**src/rtl/frequency_period_readout.sv**
```systemverilog
// Snapshots one row of pixel PERIOD words on a capture strobe and streams the
// snapshot out as bytes over valid/ready: pixel 0 first, each word MSB byte first.
module frequency_period_readout #(
    parameter int NUM_PIXELS   = 8,
    parameter int COUNTER_BITS = 32
) (
    input  logic                               clk_i,
    input  logic                               rst_ni,
    input  logic [NUM_PIXELS*COUNTER_BITS-1:0] period_i,
    input  logic                               capture_i,
    output logic [7:0]                         dout_o,
    output logic                               dout_valid_o,
    input  logic                               dout_ready_i,
    output logic                               dout_first_o,
    output logic                               dout_last_o,
    output logic                               busy_o,
    output logic                               overrun_o,
    input  logic                               clear_overrun_i
);
    localparam int BPW    = COUNTER_BITS / 8;
    localparam int PIX_W  = (NUM_PIXELS > 1) ? $clog2(NUM_PIXELS) : 1;
    localparam int BYTE_W = (BPW > 1) ? $clog2(BPW) : 1;

    typedef enum logic {S_IDLE, S_SEND} state_t;

    state_t                                  state_q;
    logic [NUM_PIXELS-1:0][COUNTER_BITS-1:0] snap_q;
    logic [PIX_W-1:0]                        pix_q;
    logic [BYTE_W-1:0]                       byte_q;
    logic                                    overrun_q;

    logic               send;
    logic               fire;
    logic               at_first;
    logic               at_last;
    logic               overrun_set;
    logic [BPW-1:0][7:0] word;

    assign send     = (state_q == S_SEND);
    assign fire     = send && dout_ready_i;
    assign at_first = (pix_q == '0) && (byte_q == '0);
    assign at_last  = (pix_q == PIX_W'(NUM_PIXELS - 1)) && (byte_q == BYTE_W'(BPW - 1));
    // A capture is only accepted when it coincides with the final byte leaving.
    assign overrun_set = send && capture_i && !(fire && at_last);

    always_ff @(posedge clk_i or negedge rst_ni) begin
        if (!rst_ni) begin
            state_q   <= S_IDLE;
            snap_q    <= '0;
            pix_q     <= '0;
            byte_q    <= '0;
            overrun_q <= 1'b0;
        end else begin
            case (state_q)
                S_IDLE: begin
                    if (capture_i) begin
                        state_q <= S_SEND;
                        snap_q  <= period_i;
                        pix_q   <= '0;
                        byte_q  <= '0;
                    end
                end
                S_SEND: begin
                    if (fire) begin
                        if (at_last) begin
                            pix_q  <= '0;
                            byte_q <= '0;
                            if (capture_i) snap_q <= period_i;
                            else           state_q <= S_IDLE;
                        end else if (byte_q == BYTE_W'(BPW - 1)) begin
                            byte_q <= '0;
                            pix_q  <= pix_q + 1'b1;
                        end else begin
                            byte_q <= byte_q + 1'b1;
                        end
                    end
                end
                default: state_q <= S_IDLE;
            endcase

            if (overrun_set)          overrun_q <= 1'b1;
            else if (clear_overrun_i) overrun_q <= 1'b0;
        end
    end

    assign word         = snap_q[pix_q];
    assign dout_o       = send ? word[BYTE_W'(BPW - 1) - byte_q] : 8'h00;
    assign dout_valid_o = send;
    assign dout_first_o = send && at_first;
    assign dout_last_o  = send && at_last;
    assign busy_o       = send;
    assign overrun_o    = overrun_q;

endmodule

```
**config.mk**
```make
export PLATFORM = sky130hd
export DESIGN_NAME = frequency_period_readout
export DESIGN_NICKNAME = d
export VERILOG_FILES = /design/src/rtl/frequency_period_readout.sv
export SDC_FILE = /design/constraint.sdc
export NUM_CORES = 1
export LEC_CHECK = 0
export CORE_AREA = 5 5 170 172
export DETAILED_ROUTE_END_ITERATION = 8
export DIE_AREA = 0 0 175 177
export HOLD_SLACK_MARGIN = 0.12
export PLACE_DENSITY = 0.75
export SYNTH_ARGS = -nofsm -noshare
export SYNTH_HDL_FRONTEND = slang
export SYNTH_SLANG_ARGS = --single-unit
```
**constraint.sdc**
```tcl
create_clock -name clk_i -period 2 [get_ports clk_i]
set_input_delay 0.4 -clock clk_i [delete_from_list [all_inputs] [get_ports clk_i]]
set_output_delay 0.4 -clock clk_i [all_outputs]
set_load 0.02 [all_outputs]
```
==> results.md, run 1 <==
- Setup TNS: -121.46 ns
- Synth area leaders: dfrtp_1 55%, mux2_2 26%, mux4_2 7.1%, mux4_1 3.9%, buf_4 1.7%
- Design area: 0.0182 mm2
- Mean Syn Cell Area: 16.2 um2
- Area leader, netlist: dfrtp_1
- Leakage: 7.68 nW
- Pin count of the biggest net entering global routing: 67
- Core area: 0.0273 mm2
- Final hold vios: 0
- Worst setup path category: register to primary output
- H-tree depth: 1
- Wirelength per Cell: 23.7 um
- Routed via count: 8150
- Synth top area share: 54.7%
- Setup WS post-layout: -0.956 ns
- Arr. time, crit path: 2.56 ns
- Setup Skew: 0.0130 ns
- Die height: 177 um
- Via density: 5.43
- Number of port buffers: 273
- Initial DRT Pass Iterations: 4
- Post-Place Cell Area: 0.0159 mm2
- Grt ovf: 0
- Antenna violations before repair: 3
- Most frequent cells in the layout: 260 x dfrtp_1, 260 x clkdlybuf4s50_1, 238 x mux2_2
- Met2 Wirelength: 17500 um
- EDFF count, synth: 0
- Asr flop ratio synth: 100%
- Die Area: 0.0310 mm2
- Pwr/cell area: 1070 mW/mm2
- Clk root buf: clkbuf_16
- Chip width: 175 um
- Layout area overhead: 51.2%
- Main synth FF type: dfrtp_1
- Outcome: complete, but fails checks
- Layout Nets: 1397
- Final Max Slew Viols: 0
- Clock sink total: 263
- Post-Route WL: 35600 um
- Met3 wire length: 1610 um
- Fin crit period: 2.96 ns
- Final setup vio count: 266
- Setup WS pre-CTS: -0.859 ns
- Routability Congestion: 0.865
- Final period utilization: 148%
- Least-Margin Pin Slew: 0.471 ns
- Worst skew pair latency: 0.54 ns
- RSZ-0062 raised after global routing: yes
- Worst min path class: primary input to asynchronous set/reset pin
- Synth Warn #: 0
- Crit-path max FO: 6
- Crit Reg-Reg Endpoint: snap_q[201]$_DFFE_PN0P_
- Yosys reg bits: 263
- Antenna Nets Post-Route: 0
- Share of layout cells above drive strength 1: 48.4%
- Syn_nets: 1008
- WHS: 0.362 ns
- CP startpoint kind: register
- Fmax achieved: 338 MHz
- Post-route core utilization: 66.6%
- Register area share after synthesis: 54.7%
- Worst r2r path cells: 14
- CP endpoint kind: primary output
- Starting Density: 44.0%
- Post-synthesis cell type count: 29
- Cts bufs inserted: 29
- DR iter-0 viols: 391
- Violated checks: setup timing
- Cells after Synth: 742
- Max layer used: met5
- Metal-1 WL: 15200 um
- Worst r2r src: pix_q[0]$_DFFE_PN0P_
- CTS tree: yes
- # IOs: 274
- Detailed Place HPWL: 25200 um
- Clock Tree Buf Depth: 3
- Tot GR Track Use: 22.9%
- Maximum vdd ir drop: 0.647 mV
- Worst-path clk slew: 0.06 ns
- Worst EP required: 1.60 ns
- Rel. slew slack: 68.5%
- DR DRC count: 0
- Vias in the first global route: 9179
- Reg-to-reg setup timing slack: -0.63 ns
- Num rows: 61
- Post-Syn Area: 0.0120 mm2
- First-pass GRT wire length: 54400 um
- Max-cap violation count: 0
[per-layer routing]
metal	global-route usage, %	vias up
met5	0	-
met4	7.76	2
met3	3.70	67
met2	38.5	229
met1	30.5	4252
li1	-	3600
[kinds of logic (layout without fill, tap and decap cells)]
kind of cell / Yosys count / in the layout / synth area share (%)
adders and majority gates: 5 / 5 / 0.520
muxes: 347 / 347 / 38.1
AOI/OAI and AO/OA: 47 / 47 / 2.80
other: 0 / 2 / 0
and+or+nand+nor: 23 / 23 / 0.926
buffers and inverters: 57 / 469 / 2.96
DFF: 263 / 263 / 54.7
[layout make-up]
class	count	area (um2)
Clock buffer	47	883
Antenna cell	2	5.00
Timing Repair Buffer	410	4770
Fill cell	1855	9130
Tap cell	346	433
Clock inverter	7	68.8
Inverter	5	18.8
Sequential cell	263	6590
Multi-Input combinational cell	422	5420
[Yosys cell counts, types with 2 or more instances]
| cell type | n |
|---|---|
| mux2_2 | 274 |
| nand3_1 | 2 |
| dfrtp_1 | 263 |
| buf_4 | 27 |
| nor2_1 | 6 |
| a221oi_1 | 16 |
| mux2i_1 | 17 |
| ha_1 | 5 |
| clkbuf_1 | 7 |
| buf_2 | 9 |
| nand2_1 | 8 |
| mux4_1 | 18 |
| inv_1 | 4 |
| nand2b_1 | 2 |
| o21ai_0 | 12 |
| buf_6 | 4 |
| mux4_2 | 38 |
| o221ai_1 | 8 |
| buf_1 | 5 |
| a21oi_1 | 8 |
[how the worst max path moves through the flow]
stage                              start         to  slack, ns  cells past startpoint
floorplan           pix_q[0]$_DFFE_PN0P_  dout_o[5]      -0.07                      6
global placement    pix_q[0]$_DFFE_PN0P_  dout_o[1]      -0.83                      6
detailed placement  pix_q[0]$_DFFE_PN0P_  dout_o[7]      -0.86                      6
CTS                 pix_q[0]$_DFFE_PN0P_  dout_o[1]      -0.97                      7
global route        pix_q[0]$_DFFE_PN0P_  dout_o[1]      -1.02                      7
finish              pix_q[0]$_DFFE_PN0P_  dout_o[7]      -0.96                      7
[state kept, by name (all words and copies together), names as in the netlist]
register	cells
busy_o	1
byte_q	2
overrun_o	1
pix_q	3
snap_q	256
[worst max-delay path, stage by stage, from the launching register on]
cell	delay, ns
dfrtp_4	0.53
buf_12	0.16
buf_12	0.13
mux4_2	0.47
mux2_4	0.30
o221ai_4	0.23
a21oi_2	0.06
buf_6	0.14
[stage by stage]
step | power (mW) | instances
final | 19.5 | 1502
after global routing | 20.4 | 1502
after CTS | 19.5 | 1508
after detailed placement | 13.5 | 1392
after global placement | 13.4 | 1392
after floorplan | 10.4 | 742
[where the power goes]
group	switching, mW	total (mW)	internal [mW]
combinational	3.39	7.88	4.49
sequential	0.421	6.41	5.99
clock	2.12	5.25	3.14
total	5.93	19.5	13.6
[what timing repair did]
item                                    CTS  global route
setup buffers                            37            16
gates cloned                             25             0
hold buffers                              1             0
endpoints found under the hold margin    44             0
endpoints found under the setup margin  268           270
pin swaps                                 7             7
resized for setup                       151            56
Note: power is estimated with default switching activity, not from simulation.
==> run 2: changes to the inputs <==
- HOLD_SLACK_MARGIN: 0.12 -> 0.08
==> results of run 2 <==
Final layout, timing and power as in run 1 (identical DEF).
==> run 3: changes to the inputs <==
- SKIP_LAST_GASP: unset -> 1
==> results.md, run 3 (synthesis gave the netlist of run 1 again) <==
- Top reg by flops: snap_q
- Core area: 0.0273 mm2 (unchanged)
- Vias in the first global route: 9195 (+0.17%)
- DR iter-0 viols: 402 (+2.8%)
- Clk root buf: clkbuf_16
- Crit-path max FO: 6 (unchanged)
- Non-filler cells in the finished layout: 1513 (+0.73%)
- Share of layout cells above drive strength 1: 48.8% (+0.49 points)
- Setup WS post-layout: -0.963 ns (-0.00705 ns)
- Regs by FF count: snap_q x256, pix_q x3, byte_q x2
- Pwr/cell area: 1060 mW/mm2 (-1.2%)
- Reg-to-reg setup timing slack: -0.74 ns (-0.11 ns)
- Worst EP required: 1.60 ns (about the same)
- Fmax achieved: 337 MHz (-0.24%)
- CTS tree: yes
- Tot Pwr: 19.5 mW (-0.17%)
- Post-Route WL: 35600 um (-0.16%)
- Slowest stage delay, CP: 0.51 ns (-0.02 ns)
- Worst-path clk slew: 0.06 ns (about the same)
- Wirelength per Cell: 23.5 um (-0.89%)
- Arr. time, crit path: 2.56 ns (about the same)
- Power share of the combinational group: 40.3% (about the same)
- Worst skew pair latency: 0.54 ns (about the same)
- Clock Tree Buf Depth: 3 (unchanged)
- Final period utilization: 148% (+0.35 points)
- Antenna Nets Post-Route: 0 (unchanged)
- Met2 usage: 38.4% (-0.18 points)
- Fin crit period: 2.96 ns (+0.00705 ns)
- Antenna violations before repair: 3 (unchanged)
- Setup Skew: 0.0112 ns (-0.00182 ns)
- Tot GR Track Use: 22.8% (-0.040 points)
- Routed via count: 8247 (+1.2%)
- Clock share of power: 26.9% (about the same)
- CP startpoint kind: register
- Worst min path class: primary input to asynchronous set/reset pin
- Leakage: 7.76 nW (+1.1%)
- Least-Margin Pin Slew: 0.471 ns (-0.000502 ns)
- Die height: 177 um (unchanged)
- Num rows: 61 (unchanged)
- Max-cap violation count: 0 (unchanged)
- Worst setup path category: register to primary output
- Cell Int Power: 13.6 mW (-0.14%)
- Detailed Place HPWL: 25200 um (unchanged)
- Fill count: 1833 (-1.2%)
- Switching Fraction: 30.3% (about the same)
- WHS: 0.361 ns (-0.00119 ns)
- Chip width: 175 um (unchanged)
- Via density: 5.45 (+0.45%)
- Gr busiest metal: met2
- CP endpoint kind: primary output
- Pin count of the biggest net entering global routing: 67 (unchanged)
- Placed insts: 1392 (unchanged)
- Routability Congestion: 0.865 (unchanged)
- Layout Nets: 1408 (+0.79%)
- Final hold vios: 0 (unchanged)
- CP Launch Point: pix_q[0]$_DFFE_PN0P_
- GR met1 Demand/Resource: 30.4% (-0.11 points)
- First-pass GRT wire length: 54400 um (about the same)
- RSZ-0062 raised after global routing: yes
- Met3 usage: 3.93% (+0.23 points)
- Seq pwr share: 32.8% (about the same)
- Outcome: complete, but fails checks
- Grt ovf: 0 (unchanged)
- Setup TNS: -157.61 ns (-36.15 ns)
- Layout area overhead: 52.8%
- Final Max Slew Viols: 0 (unchanged)
- Most frequent cells in the layout: 260 x dfrtp_1, 260 x clkdlybuf4s50_1, 255 x mux2_2
- Slowest cell on crit path: dfrtp_4
- Violated checks: setup timing
- CP cell instances: buf_12 > buf_12 > mux4_2 > mux2_4 > o221ai_4 > a21oi_2 > buf_6
- CP dominant cell by count: buf_12
- Final setup vio count: 268 (+0.75%)
- Die Area: 0.0310 mm2 (unchanged)
- Clock sink total: 263 (unchanged)
- Maximum vdd ir drop: 0.647 mV (about the same)
- Sw Pwr: 5.92 mW (-0.22%)
- H-tree depth: 1 (unchanged)
- Rel. slew slack: 68.5% (about the same)
- Number of port buffers: 273 (unchanged)
- Max FFs per register: 256 (unchanged)
- Worst r2r src: pix_q[0]$_DFFE_PN0P_
- DR DRC count: 0 (unchanged)
- Cts bufs inserted: 29 (unchanged)
- Initial DRT Pass Iterations: 5 (+1)
- # IOs: 274 (unchanged)
- Starting Density: 44.0% (unchanged)
- Setup WS pre-CTS: -0.859 ns (unchanged)
## run 3: final timing paths
| check | to | depth (start not counted) |
|---|---|---|
| worst max-delay path | dout_o[7] | 7 |
| worst min-delay path | snap_q[216]$_DFFE_PN0P_ | 2 |
| worst max register to register | snap_q[110]$_DFFE_PN0P_ | 15 |
| worst min register to register | snap_q[107]$_DFFE_PN0P_ | 1 |
| max in group asynchronous | snap_q[19]$_DFFE_PN0P_ | 3 |
| min in group clk_i | overrun_o$_DFFE_PN0P_ | 2 |
## run 3: cell type report
| class | instances | area, um2 | area share, % |
|---|---|---|---|
| clock inverter | 7 | 68.8 | 0.374 |
| multi-input combinational | 422 | 5360 | 29.1 |
| tap | 346 | 433 | 2.35 |
| clock buffer | 47 | 883 | 4.80 |
| timing repair buffer | 421 | 5030 | 27.4 |
| antenna | 2 | 5.00 | 0.0272 |
| sequential | 263 | 6590 | 35.8 |
| inverter | 5 | 18.8 | 0.102 |
## run 3: per-stage QoR
| stage | area [um2] | utilization, % |
|---|---|---|
| 3_5_place_dp | 15900 | 58.4 |
| 4_1_cts | 18400 | 67.2 |
| 2_1_floorplan | 12100 | - |
| 6_report | 18400 | 67.3 |
| 3_3_place_gp | 15900 | 58.4 |
| 5_1_grt | 18400 | 67.3 |
## run 3: worst max-delay path: cells and delay by family, from the launching register on
family / cells / cell delay [ns]
mux: 2 / 0.77
flops: 1 / 0.51
buf+inv: 3 / 0.43
compound gates: 2 / 0.32
## run 3: power groups by stage
| stage | Clock [mW] | Sequential, mW | Combinational, mW |
|---|---|---|---|
| 2_1_floorplan | 0 | 6.29 | 4.11 |
| 3_3_place_gp | 0 | 6.49 | 6.88 |
| 3_5_place_dp | 0 | 6.50 | 6.96 |
| 4_1_cts | 5.33 | 6.39 | 7.79 |
| 5_1_grt | 5.58 | 6.47 | 8.29 |
| 6_report | 5.25 | 6.40 | 7.86 |
## run 3: repair_timing
action / in CTS / in global routing
endpoints found under the setup margin: 268 / 270
setup buffers: 37 / 4
pin swaps: 7 / 4
gates cloned: 25 / 0
resized for setup: 145 / 9
hold endpoints to repair: 44 / 0
hold buffers: 1 / 0
## run 3: metal layers
metal	part of all wire, %	up-vias	wire length [um]
li1	-	3626	-
met1	42	4271	14800
met2	49	281	17500
met3	5.4	67	1930
met4	3.9	2	1380
met5	0.031	-	11
